===== src/rtl/msi_mem_ctrl_if.sv =====
// msi_mem_ctrl_if
// Bus-side bundle between the MSI snooping controller (master) and the
// memory-side controller (slave).
//   request : bus_valid, read_miss, write_miss, invalidate, wb_block, wb_cache,
//             mem_abort, req_thread, addr, wb_addr, wb_data
//   response: bus_ready, fill_valid, fill_thread, fill_addr, fill_data,
//             abort_count, inv_count
interface msi_mem_ctrl_if #(
  parameter int ADDR_W = 4,
  parameter int DATA_W = 8
);
  logic              bus_valid;
  logic              bus_ready;
  logic              read_miss;
  logic              write_miss;
  logic              invalidate;
  logic              wb_block;
  logic              wb_cache;
  logic              mem_abort;
  logic              req_thread;
  logic [ADDR_W-1:0] addr;
  logic [ADDR_W-1:0] wb_addr;
  logic [DATA_W-1:0] wb_data;
  logic              fill_valid;
  logic              fill_thread;
  logic [ADDR_W-1:0] fill_addr;
  logic [DATA_W-1:0] fill_data;
  logic [7:0]        abort_count;
  logic [7:0]        inv_count;

  modport master (
    output bus_valid, read_miss, write_miss, invalidate, wb_block, wb_cache,
           mem_abort, req_thread, addr, wb_addr, wb_data,
    input  bus_ready, fill_valid, fill_thread, fill_addr, fill_data,
           abort_count, inv_count
  );

  modport slave (
    input  bus_valid, read_miss, write_miss, invalidate, wb_block, wb_cache,
           mem_abort, req_thread, addr, wb_addr, wb_data,
    output bus_ready, fill_valid, fill_thread, fill_addr, fill_data,
           abort_count, inv_count
  );
endinterface


===== src/rtl/msi_mem_ctrl.sv =====
// msi_mem_ctrl
// Memory-side controller behind the two-thread MSI snooping controller.
// Serves read misses, victim write-backs and owner write-backs against a
// small block memory with fixed latency and returns one fill per miss.
// Ports:
//   clock  : rising-edge clock
//   resetn : synchronous active-low reset (clears FSM, fill outputs,
//            counters and the whole memory)
//   bus    : msi_mem_ctrl_if.slave (request flags in, fill/counters out)
//
// state | meaning
// IDLE  | ready for a transaction (bus_ready=1)
// WB    | MEM_LAT cycles, memory write on the last edge
// RD    | MEM_LAT cycles, memory read on the last edge
// FILL  | one-cycle fill pulse
module msi_mem_ctrl #(
  parameter int ADDR_W  = 4,
  parameter int DATA_W  = 8,
  parameter int MEM_LAT = 3
) (
  input logic           clock,
  input logic           resetn,
  msi_mem_ctrl_if.slave bus
);

  localparam logic [3:0] LAT_M1 = 4'(MEM_LAT - 1);
  localparam int         DEPTH  = 2 ** ADDR_W;

  typedef enum logic [1:0] {IDLE, WB, RD, FILL} state_t;

  state_t            state, state_nxt;
  logic [3:0]        cnt;
  logic              load_cnt;
  logic              ready;
  logic              fill_pulse;

  logic              owner_q;
  logic              thr_q;
  logic [ADDR_W-1:0] addr_q;
  logic [ADDR_W-1:0] wb_addr_q;
  logic [DATA_W-1:0] wb_data_q;

  logic [DATA_W-1:0] mem [DEPTH];
  logic              fill_thread_q;
  logic [ADDR_W-1:0] fill_addr_q;
  logic [DATA_W-1:0] fill_data_q;
  logic [7:0]        abort_q;
  logic [7:0]        inv_q;

  logic miss, is_owner, is_victim, is_read, is_inv, accept;
  logic wb_last, rd_last;

  // Classification, first matching rule wins.
  assign miss      = bus.read_miss | bus.write_miss;
  assign is_owner  = miss & bus.wb_block & bus.mem_abort;
  assign is_victim = ~is_owner & (bus.wb_cache | (bus.wb_block & ~bus.mem_abort));
  assign is_read   = ~is_owner & ~is_victim & miss;
  // A pure invalidate carries no other flag at all.
  assign is_inv    = bus.invalidate & ~miss & ~bus.wb_cache & ~bus.wb_block & ~bus.mem_abort;
  assign accept    = bus.bus_valid & ready;

  assign wb_last = (state == WB) && (cnt == 4'd0);
  assign rd_last = (state == RD) && (cnt == 4'd0);

  always_ff @(posedge clock) begin
    if (!resetn) state <= IDLE;
    else         state <= state_nxt;
  end

  always_comb begin
    state_nxt  = state;
    ready      = 1'b0;
    fill_pulse = 1'b0;
    load_cnt   = 1'b0;
    case (state)
      IDLE: begin
        ready = 1'b1;
        if (accept) begin
          if (is_owner || is_victim) begin
            state_nxt = WB;
            load_cnt  = 1'b1;
          end else if (is_read) begin
            state_nxt = RD;
            load_cnt  = 1'b1;
          end
        end
      end
      WB: begin
        if (cnt == 4'd0) begin
          if (owner_q) begin
            state_nxt = FILL;
          end else begin
            state_nxt = RD;
            load_cnt  = 1'b1;
          end
        end
      end
      RD: begin
        if (cnt == 4'd0) state_nxt = FILL;
      end
      FILL: begin
        fill_pulse = 1'b1;
        state_nxt  = IDLE;
      end
      default: state_nxt = IDLE;
    endcase
  end

  always_ff @(posedge clock) begin
    if (!resetn)                cnt <= 4'd0;
    else if (load_cnt)          cnt <= LAT_M1;
    else if (cnt != 4'd0)       cnt <= cnt - 4'd1;
  end

  always_ff @(posedge clock) begin
    if (!resetn) begin
      owner_q       <= 1'b0;
      thr_q         <= 1'b0;
      addr_q        <= '0;
      wb_addr_q     <= '0;
      wb_data_q     <= '0;
      fill_thread_q <= 1'b0;
      fill_addr_q   <= '0;
      fill_data_q   <= '0;
      abort_q       <= 8'd0;
      inv_q         <= 8'd0;
      for (int i = 0; i < DEPTH; i++) mem[ADDR_W'(i)] <= '0;
    end else begin
      if (accept && (is_owner || is_victim || is_read)) begin
        owner_q   <= is_owner;
        thr_q     <= bus.req_thread;
        addr_q    <= bus.addr;
        wb_addr_q <= bus.wb_addr;
        wb_data_q <= bus.wb_data;
      end
      if (accept && is_owner && (abort_q != 8'hFF)) abort_q <= abort_q + 8'd1;
      if (accept && is_inv   && (inv_q   != 8'hFF)) inv_q   <= inv_q + 8'd1;

      // Owner write-back lands on the requested block and is forwarded
      // straight to the fill; a victim goes to its own address.
      if (wb_last) begin
        mem[owner_q ? addr_q : wb_addr_q] <= wb_data_q;
        if (owner_q) begin
          fill_thread_q <= thr_q;
          fill_addr_q   <= addr_q;
          fill_data_q   <= wb_data_q;
        end
      end
      if (rd_last) begin
        fill_thread_q <= thr_q;
        fill_addr_q   <= addr_q;
        fill_data_q   <= mem[addr_q];
      end
    end
  end

  assign bus.bus_ready   = ready;
  assign bus.fill_valid  = fill_pulse;
  assign bus.fill_thread = fill_thread_q;
  assign bus.fill_addr   = fill_addr_q;
  assign bus.fill_data   = fill_data_q;
  assign bus.abort_count = abort_q;
  assign bus.inv_count   = inv_q;

endmodule


===== src/flat_wrapper.sv =====
// flat-port wrapper written by rule: the top's interface ports become plain ports
module msi_mem_ctrl_flat 
#(
  parameter int ADDR_W  = 4,
  parameter int DATA_W  = 8,
  parameter int MEM_LAT = 3
)
  (clock, resetn, bus_bus_valid, bus_read_miss, bus_write_miss, bus_invalidate, bus_wb_block, bus_wb_cache, bus_mem_abort, bus_req_thread, bus_addr, bus_wb_addr, bus_wb_data, bus_bus_ready, bus_fill_valid, bus_fill_thread, bus_fill_addr, bus_fill_data, bus_abort_count, bus_inv_count);
  msi_mem_ctrl_if #(.ADDR_W(ADDR_W), .DATA_W(DATA_W)) bus_i ();
  input logic clock;
  input logic resetn;
  input wire logic [$bits(bus_i.bus_valid)-1:0] bus_bus_valid;
  input wire logic [$bits(bus_i.read_miss)-1:0] bus_read_miss;
  input wire logic [$bits(bus_i.write_miss)-1:0] bus_write_miss;
  input wire logic [$bits(bus_i.invalidate)-1:0] bus_invalidate;
  input wire logic [$bits(bus_i.wb_block)-1:0] bus_wb_block;
  input wire logic [$bits(bus_i.wb_cache)-1:0] bus_wb_cache;
  input wire logic [$bits(bus_i.mem_abort)-1:0] bus_mem_abort;
  input wire logic [$bits(bus_i.req_thread)-1:0] bus_req_thread;
  input wire logic [$bits(bus_i.addr)-1:0] bus_addr;
  input wire logic [$bits(bus_i.wb_addr)-1:0] bus_wb_addr;
  input wire logic [$bits(bus_i.wb_data)-1:0] bus_wb_data;
  output wire logic [$bits(bus_i.bus_ready)-1:0] bus_bus_ready;
  output wire logic [$bits(bus_i.fill_valid)-1:0] bus_fill_valid;
  output wire logic [$bits(bus_i.fill_thread)-1:0] bus_fill_thread;
  output wire logic [$bits(bus_i.fill_addr)-1:0] bus_fill_addr;
  output wire logic [$bits(bus_i.fill_data)-1:0] bus_fill_data;
  output wire logic [$bits(bus_i.abort_count)-1:0] bus_abort_count;
  output wire logic [$bits(bus_i.inv_count)-1:0] bus_inv_count;
  assign bus_i.bus_valid = bus_bus_valid;
  assign bus_i.read_miss = bus_read_miss;
  assign bus_i.write_miss = bus_write_miss;
  assign bus_i.invalidate = bus_invalidate;
  assign bus_i.wb_block = bus_wb_block;
  assign bus_i.wb_cache = bus_wb_cache;
  assign bus_i.mem_abort = bus_mem_abort;
  assign bus_i.req_thread = bus_req_thread;
  assign bus_i.addr = bus_addr;
  assign bus_i.wb_addr = bus_wb_addr;
  assign bus_i.wb_data = bus_wb_data;
  assign bus_bus_ready = bus_i.bus_ready;
  assign bus_fill_valid = bus_i.fill_valid;
  assign bus_fill_thread = bus_i.fill_thread;
  assign bus_fill_addr = bus_i.fill_addr;
  assign bus_fill_data = bus_i.fill_data;
  assign bus_abort_count = bus_i.abort_count;
  assign bus_inv_count = bus_i.inv_count;
  msi_mem_ctrl #(.ADDR_W(ADDR_W), .DATA_W(DATA_W), .MEM_LAT(MEM_LAT)) u_core (.clock(clock), .resetn(resetn), .bus(bus_i));
endmodule

===== config.mk =====
export PLATFORM = sky130hd
export DESIGN_NAME = msi_mem_ctrl_flat
export DESIGN_NICKNAME = d
export VERILOG_FILES = /design/src/rtl/msi_mem_ctrl_if.sv /design/src/rtl/msi_mem_ctrl.sv /design/src/flat_wrapper.sv
export SDC_FILE = /design/constraint.sdc
export NUM_CORES = 1
export LEC_CHECK = 0
export CAP_MARGIN = 25
export CORE_MARGIN = 4
export CORE_UTILIZATION = 40
export DETAILED_ROUTE_END_ITERATION = 8
export GPL_TIMING_DRIVEN = 1
export PLACE_DENSITY = 0.7
export SYNTH_ARGS = -nofsm -noshare
export SYNTH_HDL_FRONTEND = slang
export SYNTH_SLANG_ARGS = --single-unit
export TNS_END_PERCENT = 5

===== constraint.sdc =====
create_clock -name clock -period 2.7 [get_ports clock]
set_input_delay 0.81 -clock clock [delete_from_list [all_inputs] [get_ports clock]]
set_output_delay 0.81 -clock clock [all_outputs]
set_load 0.02 [all_outputs]

-- After elaboration in Yosys (flattened, before gate mapping)
Memories as Yosys holds them, arrays and structs flattened. A register that Yosys moved wholly into a read port is not among the register bits.
Index checks and enable logic that the tools add are counted.
- register bits: 45
- memory bits (writable): 128
- input bits: 26
- output and inout bits: 31
- word-level logic and storage cells: 96
- memories kept: 1
- $add $sub $neg: 3
- eq/ne operators: 9
- muxes and demuxes: 31
- bitwise gates (word level): 20
- reductions and logical operators: 20
- memories (memory ; depth ; width ; read ports ; clocked after Yosys merged registers in ; wr ports ; line ; text):
    u_core.mem ; 16 ; 8 ; 1 ; 1 ; 16 ; msi_mem_ctrl.sv:43 ; logic [DATA_W-1:0] mem [DEPTH];
- operators by type and width (kind ; count):
    2-to-1 mux 4 bit ; 5
    adder 8 x 1 -> 8 bit, second input constant ; 2
    2-to-1 mux 1 bit ; 16
    != test 8 bit, second input constant ; 2
    2-to-1 mux 2 bit ; 7
    AND 1 bit ; 11
    2-to-1 mux 8 bit ; 1
    one-hot mux 2 bit (4 select lines) ; 1
    OR reduction 8 bit ; 1
    logical AND 1 bit ; 7
    NOT 1 bit ; 7
    nonzero test 2 bit ; 3
    == test 2 bit, second input constant ; 2
    logical NOT 4 bit ; 1
    != test 2 x 1 -> 1 bit, second input constant ; 2
    AND reduction 4 bit ; 1
    nonzero test 4 bit ; 1
    subtractor 4 x 1 -> 4 bit, second input constant ; 1
    != test 3 x 1 -> 1 bit, second input constant ; 1
    == test 2 x 1 -> 1 bit, second input constant ; 1
    logical NOT 2 bit ; 1
    logical OR 1 bit ; 2
    != test 2 bit, second input constant ; 1
    bitwise OR 1 bit ; 2
    other kinds (4) ; 4

-- Logic depth before layout (Yosys ltp)
Gate-level depths: netlist (run 1).
- depth after elaboration: 13
- gate-level depth with buffers: 9

-- Least setup slack after synthesis (run 1)
OpenSTA, ideal clock, no wires.
- kind: input to register
- start point: in bus_write_miss
- end point: reg u_core.inv_q[5] (netlist: u_core.bus.inv_count[5])
- setup time: 0.128 ns
- arrival: 2.142 ns
- data required time: 2.572 ns
- path slack: 0.431 ns
- stages on the path: 6
- buffers on the path: 1
- path through: or3_1 -> or3_1 -> buf_6 -> nor4_2 -> xnor2_1 -> nor2_1
- word-level cells in the longest chain between the ends: 8
- ends and longest elaborated chain (what ; line ; text):
    start, declared ; flat_wrapper.sv:14 ; input wire logic [$bits(bus_i.write_miss)-1:0] bus_write_miss;
    bitwise OR 1 bit ; msi_mem_ctrl.sv:54 ; assign miss = bus.read_miss | bus.write_miss;
    NOT 1 bit ; msi_mem_ctrl.sv:59 ; assign is_inv = bus.invalidate & ~miss & ~bus.wb_cache & ~bus.wb_block & ~bus.mem_abort;
    AND 1 bit (4 in a row) ; msi_mem_ctrl.sv:59 ;
    logical AND 1 bit (2 in a row) ; msi_mem_ctrl.sv:137 ; if (accept && is_inv && (inv_q != 8'hFF)) inv_q <= inv_q + 8'd1;
    end signal, assigned ; msi_mem_ctrl.sv:137 ;
    end, declared ; msi_mem_ctrl.sv:48 ; logic [7:0] inv_q;
Every way passes these cells.
A chain may end at the register's enable or synchronous reset.

-- Worst setup path in the final report (run 1)
- start point: reg u_core.state[0]
- end point: out bus_bus_ready
- word-level cells in the longest chain between the ends: 2
- ends and longest elaborated chain (what ; line ; text):
    start, declared ; msi_mem_ctrl.sv:31 ; state_t state, state_nxt;
    start signal, assigned ; msi_mem_ctrl.sv:67 ; else state <= state_nxt;
    logical NOT 2 bit ; msi_mem_ctrl.sv:75 ; case (state)
    2-to-1 mux 1 bit ; msi_mem_ctrl.sv:75 ;
    end, declared ; flat_wrapper.sv:23 ; output wire logic [$bits(bus_i.bus_ready)-1:0] bus_bus_ready;
Every way passes these cells.

==> out/qor.yml, run 1 <==
status: "completed"
cp.required_ns: 1.89
grt_pass1_vias: 5367
netlist-cell-type-count: 48
synth_common_cells: "and2_1 (131), edfxtp_1 (128), nor2_1 (72)"
die_h_um: 152.6
initial_core_util_pct: 41.04
report.final.hold_viol_count: 0
fin_setup_tns_ns: 0
wl_per_cell_um: 18.60
cts_tree: "yes"
fin_skew_ns: 0.008451
netSwitchingFraction_pct: 27.56
wl_um: 19440
grt_max_degree: 33
syn-instance-count: 677
die_w_um: 152.6
ys.flop_type: "edfxtp_1"
setup_viol: 0
nNetsFinal: 795
synth_edf_count: 128
p_leak_uw: 0.003712
fmax_ghz: 0.3826
diodes: 0
portBuffers: 56
num_rows: 52
cts_hold_buf: 0
hp-start: "u_core.bus.fill_data[3]"
final.min_clock_period_ns: 2.614
worstPathMaxFanout: 5
relSlewSlack_pct: 45.08
clkLatencyLatePin_ns: 0.43
holdPathStages: 2
fin_crit_sh_pct: 96.81
p_seq_share_pct: 45.5
cap_violations: 0
cts_root_buf: "clkbuf_16"
drc_errors: 0
crit_arrival_ns: 1.80
io_pins: 57
async_flop_share_pct: 0
syn2layout_area_growth_pct: 20.93
cts_setup_buffers: 0
pwr-share-comb_pct: 19.9
post_cts_resized: 0
crit_type: "register to output port"
min_path_type: "register to register"
peakVddDrop_uv: 430.7
finalInstanceArea_um2: 10110
dp_slack_ns: -0.1115
worst-path-buf-inv: 2
cts_buffers: 17
cp_top_family: "buffers and inverters"
r2r_start: "u_core.cnt[1]"
antenna_found_initial: 0
rsz0062_at_grt: "no"
viasPerCell: 5.235
synth-seq-area-share_pct: 58.68
synth_area_leader_cell: "edfxtp_1"
hpwl_um: 13130
syn-num-nets: 710
crit_slowest_cell: "clkdlybuf4s50_1"
drv_slew: 0
end_kind: "output port"
syn_area_per_cell_um2: 12.35
drt_iter0_drc: 309
slowest_delay_ns: 0.64
cp-start-kind: "register"
synth_seq_cells: 181
grt_overflow: 0
drive_gt1_share_pct: 12.77
crit_chain: "inv_1 -> ha_1 -> clkdlybuf4s50_1"
grt_pass1_wl_um: 30440
power_switching_uw: 2065
core_region_area_um2: 20360
synth_most_common_cell: "and2_1"
place_congestion: 0.7870
yosys_warnings: 0
cts.sinks: 181
dieArea_um2: 23270
min_to: "u_core.bus.fill_data[3]"
r2r_cells: 5
synth_top_area_share_pct: 45.99
yosys-top-cells-area: "edfxtp_1 (46%), dfxtp_1 (13%), and2_1 (9.8%), mux2i_1 (6.7%), mux4_2 (4.3%)"
cts.clk_slew.worst_paths_ns: 0.06
p_int_uw: 5426
r2r-end: "u_core.mem[9][2]"
syn_area_um2: 8358
post_dp_cell_area_um2: 9489
htree_levels: 4
clock_power_share_pct: 34.6
final_antenna_net_count: 0
powerDensity_nw_per_um2: 741.1
fin_ws_ns: 0.08614
vias: 5471
ctsLongestPathBuffers: 2
worst_pin_slew_ns: 0.8226
first_pass_iters: 5
reg2reg_setup_slack_ns: 0.46
grt_use_total_pct: 16.94
## power by group through the flow
stage               clock [uW]  combinational, uW  sequential (uW)
floorplan                    0                983             3360
global placement             0               1470             3460
detailed placement           0               1480             3470
CTS                       2620               1490             3410
global route              2730               1610             3440
finish                    2590               1490             3410
## worst min-delay path, delay by kind of cell, from the launching register on
| family | cells | cell delay (ns) |
|---|---|---|
| and+or+nand+nor | 1 | 0.05 |
| AOI/OAI and AO/OA | 1 | 0.05 |
| DFF | 1 | 0.31 |
## registers in the layout, summed over array words and instances (netlist names)
signal and count:
u_core.mem 128, u_core.bus.abort_count 8, u_core.bus.fill_data 8, u_core.bus.inv_count 8
u_core.wb_data_q 8, u_core.addr_q 4, u_core.bus.fill_addr 4, u_core.cnt 4
u_core.wb_addr_q 4, u_core.state 2, u_core.bus.fill_thread 1, u_core.owner_q 1
u_core.thr_q 1
## cells in the final DEF, fill, tap and decap left out, types with 8 or more instances in the layout
cell,count
mux2i_1,56
inv_1,9
a221oi_1,16
nand2_1,19
and2_1,131
clkdlybuf4s50_1,56
nor2_1,72
a22oi_1,11
o21ai_0,19
buf_4,42
xnor2_1,9
o211a_1,8
mux4_2,16
dfxtp_1,52
clkbuf_16,17
o21ai_1,14
xor2_1,9
edfxtp_1,128
## cell type report
cell class | instances | area [um2]
clock buffer | 22 | 464.2
clock inverter | 10 | 153.9
fill | 1790 | 10260
inverter | 9 | 33.78
multi-input combinational | 451 | 3256
sequential | 181 | 4906
tap | 270 | 337.8
timing repair buffer | 102 | 955.9
## worst max-delay path by stage
stage / end / slack (ns) / start / depth (start not counted)
after floorplan: u_core.bus.inv_count[5] / 0.43 / bus_write_miss / 6
after global placement: u_core.bus.inv_count[5] / -0.08 / bus_write_miss / 6
after detailed placement: u_core.bus.inv_count[7] / -0.11 / bus_write_miss / 6
after CTS: bus_bus_ready / 0.09 / u_core.state[0] / 3
after global routing: bus_bus_ready / 0.03 / u_core.state[0] / 3
final: bus_bus_ready / 0.09 / u_core.state[0] / 3
## metrics by stage
| step | utilization, % | hold slack [ns] | cells | power [uW] |
|---|---|---|---|---|
| floorplan | - | 0.4586 | 677 | 4342 |
| global placement | 46.60 | 0.4387 | 1013 | 4930 |
| detailed placement | 46.60 | 0.4438 | 1013 | 4952 |
| CTS | 49.63 | 0.4525 | 1045 | 7529 |
| global route | 49.63 | 0.4730 | 1045 | 7781 |
| finish | 49.63 | 0.4469 | 1045 | 7491 |
## cells by family after synthesis
family	after synthesis	synth area share (%)
AND/OR/NAND/NOR	268	17.78
flip-flops	181	58.68
AO/OA/AOI/OAI	86	7.216
multiplexers	72	11.02
buffers and inverters	45	2.365
XOR/XNOR	18	1.886
adder cells (fa/ha/maj)	7	1.048
## routing by layer
| metal | GRT usage, % | share of wire (%) | routed length [um] |
|---|---|---|---|
| met1 | 21.36 | 43 | 8335 |
| met4 | 4.837 | 1.7 | 332 |
| met2 | 29.34 | 51 | 9899 |
| met3 | 3.891 | 4.5 | 871 |
| met5 | 0 | 0 | 0 |
No activity file was read; power rests on OpenSTA's default activity.
==> run 2, diff against run 1 <==
CAP_MARGIN = 20   (was 25)
CORE_MARGIN = 1   (was 4)
DONT_BUFFER_PORTS = 1   (was default)
PLACE_DENSITY = 0.66   (was 0.7)
==> run 2 against run 1 <==
Compared with the run above:
- setup slack better by 0.34 ns
- cell area down 7.3%
- count of clock-buffer cells in the layout is 4 lower
- flip-flop and latch count did not move
- global-route usage increased by 1.9 points
- critical path type is now register to register
- combinational power fell by 12%
==> out/qor.yml, run 2 (same netlist as run 1, synthesis figures left out) <==
reg2reg_setup_slack_ns: 0.43  # was 0.46 ns
wl_met2_um: 9520  # was 9899 um
nNetsFinal: 725  # was 795
r2r-end: "u_core.bus.fill_data[2]"  # was u_core.mem[9][2]
initial_core_util_pct: 41.04  # unchanged
cts_tree: "yes"  # unchanged
r2r_start: "u_core.addr_q[1]"  # was u_core.cnt[1]
core_region_area_um2: 20360  # unchanged
relSlewSlack_pct: 47.54  # was 45.08%
fin_skew_ns: 0.009851  # was 0.008451 ns
htree_levels: 4  # unchanged
grt_overflow: 0  # unchanged
end_kind: "register"  # was output port
final_cell_mix: "and2_1 (131), edfxtp_1 (128), nor2_1 (72)"  # unchanged
dr_wl_met3_um: 925  # was 871 um
finalInstanceArea_um2: 9368  # was 10110 um2
cts.sinks: 181  # unchanged
worst_pin_slew_ns: 0.7858  # was 0.8226 ns
clkLatencyLatePin_ns: 0.44  # was 0.43 ns
powerDensity_nw_per_um2: 766.4  # was 741.1 nW/um2
syn2layout_area_growth_pct: 12.08  # was 20.93%
crit_type: "register to register"  # was register to output port
cp-start-kind: "register"  # unchanged
drv_slew: 0  # unchanged
fin_crit_sh_pct: 84.18  # was 96.81%
rsz0062_at_grt: "no"  # unchanged
vias: 5314  # was 5471
wl_um: 18980  # was 19440 um
p_leak_uw: 0.003413  # was 0.003712 uW
p_int_uw: 4984  # was 5426 uW
dieArea_um2: 21480  # was 23270 um2
layout_commonest_cell: "and2_1"  # unchanged
viasPerCell: 5.450  # was 5.235
worstPathMaxFanout: 17  # was 5
final_antenna_net_count: 0  # unchanged
fmax_ghz: 0.4400  # was 0.3826 GHz
largest_reg_flops: 128  # unchanged
holdPathStages: 1  # was 2
crit_slowest_cell: "dfxtp_1"  # was clkdlybuf4s50_1
die_h_um: 146.6  # was 152.6 um
top_register: "u_core.mem"  # unchanged
crit_arrival_ns: 2.65  # was 1.80 ns
drive_gt1_share_pct: 12.62  # was 12.77%
grt_use_total_pct: 18.83  # was 16.94%
io_pins: 57  # unchanged
cts_setup_buffers: 0  # unchanged
p_seq_share_pct: 48.0  # was 45.5%
place_congestion: 0.8221  # was 0.7870
wl_per_cell_um: 19.47  # was 18.60 um
grt_pass1_vias: 5417  # was 5367
final.min_clock_period_ns: 2.273  # was 2.614 ns
dp_slack_ns: 0.2786  # was -0.1115 ns
num_rows: 52  # unchanged
post_cts_resized: 0  # unchanged
slowest_delay_ns: 0.79  # was 0.64 ns
clock_power_share_pct: 33.7  # was 34.6%
status: "completed"  # unchanged
hpwl_um: 13170  # was 13130 um
setup_viol: 0  # unchanged
finalPower_uw: 7180  # was 7491 uW
drc_errors: 0  # unchanged
fin_setup_tns_ns: 0  # unchanged
r2r_cells: 6  # was 5
worst-path-buf-inv: 1  # was 2
first_pass_iters: 4  # was 5
wl_met1_um: 7938  # was 8335 um
drt_iter0_drc: 295  # was 309
cts_buffers: 17  # unchanged
grt_max_degree: 41  # was 33
antenna_found_initial: 0  # unchanged
grt_pass1_wl_um: 30280  # was 30440 um
die_w_um: 146.6  # was 152.6 um
min_path_type: "input pin to register"  # was register to register
pwr-share-comb_pct: 18.2  # was 19.9%
cp_top_family: "compound AO/OA/AOI/OAI gates"  # was buffers and inverters
report.final.hold_viol_count: 0  # unchanged
ctsLongestPathBuffers: 2  # unchanged
maxUsedRoutingLayer: "met4"  # unchanged
crit_chain: "nor2_1 -> buf_4 -> a221oi_1 -> a22oi_1 -> o211a_1 -> o21ai_1"  # was inv_1 -> ha_1 -> clkdlybuf4s50_1
post_dp_cell_area_um2: 8778  # was 9489 um2
min_to: "u_core.bus.abort_count[7]"  # was u_core.bus.fill_data[3]
netSwitchingFraction_pct: 30.58  # was 27.56%
cp.required_ns: 3.08  # was 1.89 ns
portBuffers: 0  # was 56
power_switching_uw: 2196  # was 2065 uW
cts.clk_slew.worst_paths_ns: 0.07  # was 0.06 ns
fin_ws_ns: 0.4270  # was 0.08614 ns
cap_violations: 0  # unchanged
cts_hold_buf: 0  # unchanged
peakVddDrop_uv: 464.6  # was 430.7 uV
diodes: 0  # unchanged
cts_root_buf: "clkbuf_16"  # unchanged
hp-start: "resetn"  # was u_core.bus.fill_data[3]
run 2: worst max path at each step:
stage | startpoint | endpoint | slack [ns] | depth (start not counted)
floorplan | bus_write_miss | u_core.bus.inv_count[5] | 0.43 | 6
global placement | bus_write_miss | u_core.bus.inv_count[5] | 0.29 | 5
detailed placement | bus_write_miss | u_core.bus.inv_count[4] | 0.28 | 5
CTS | u_core.cnt[1] | u_core.mem[5][4] | 0.33 | 4
global route | u_core.addr_q[1] | u_core.bus.fill_data[1] | 0.28 | 6
finish | u_core.addr_q[1] | u_core.bus.fill_data[2] | 0.43 | 6
run 2: power by group through the flow:
| stage | combinational, uW | clock (uW) | sequential [uW] |
|---|---|---|---|
| 4_1_cts | 1300 | 2460 | 3450 |
| 3_5_place_dp | 1290 | 0 | 3510 |
| 2_1_floorplan | 983 | 0 | 3360 |
| 5_1_grt | 1410 | 2560 | 3480 |
| 3_3_place_gp | 1260 | 0 | 3500 |
| 6_report | 1310 | 2420 | 3450 |
run 2: cell type report:
class | instances | area, um2
Clock buffer | 18 | 450.4
Fill cell | 1791 | 11000
Tap cell | 270 | 337.8
Inverter | 9 | 33.78
Clock inverter | 14 | 133.9
Multi-Input combinational cell | 451 | 3256
Timing Repair Buffer | 32 | 250.2
Sequential cell | 181 | 4906
run 2: per-layer routing:
| layer | track usage (%) | up-vias |
|---|---|---|
| met3 | 4.156 | 40 |
| met1 | 23.03 | 2637 |
| met5 | 0 | - |
| met2 | 31.67 | 149 |
| li1 | - | 2488 |
| met4 | 8.802 | 0 |
run 2: per-stage QoR:
| stage | hold slack, ns | std cells | utilization [%] |
|---|---|---|---|
| floorplan | 0.4586 | 677 | - |
| global placement | 0.4683 | 942 | 43.11 |
| detailed placement | 0.4937 | 942 | 43.11 |
| CTS | 0.4777 | 974 | 45.98 |
| global route | 0.4782 | 975 | 46.00 |
| finish | 0.4925 | 975 | 46.00 |
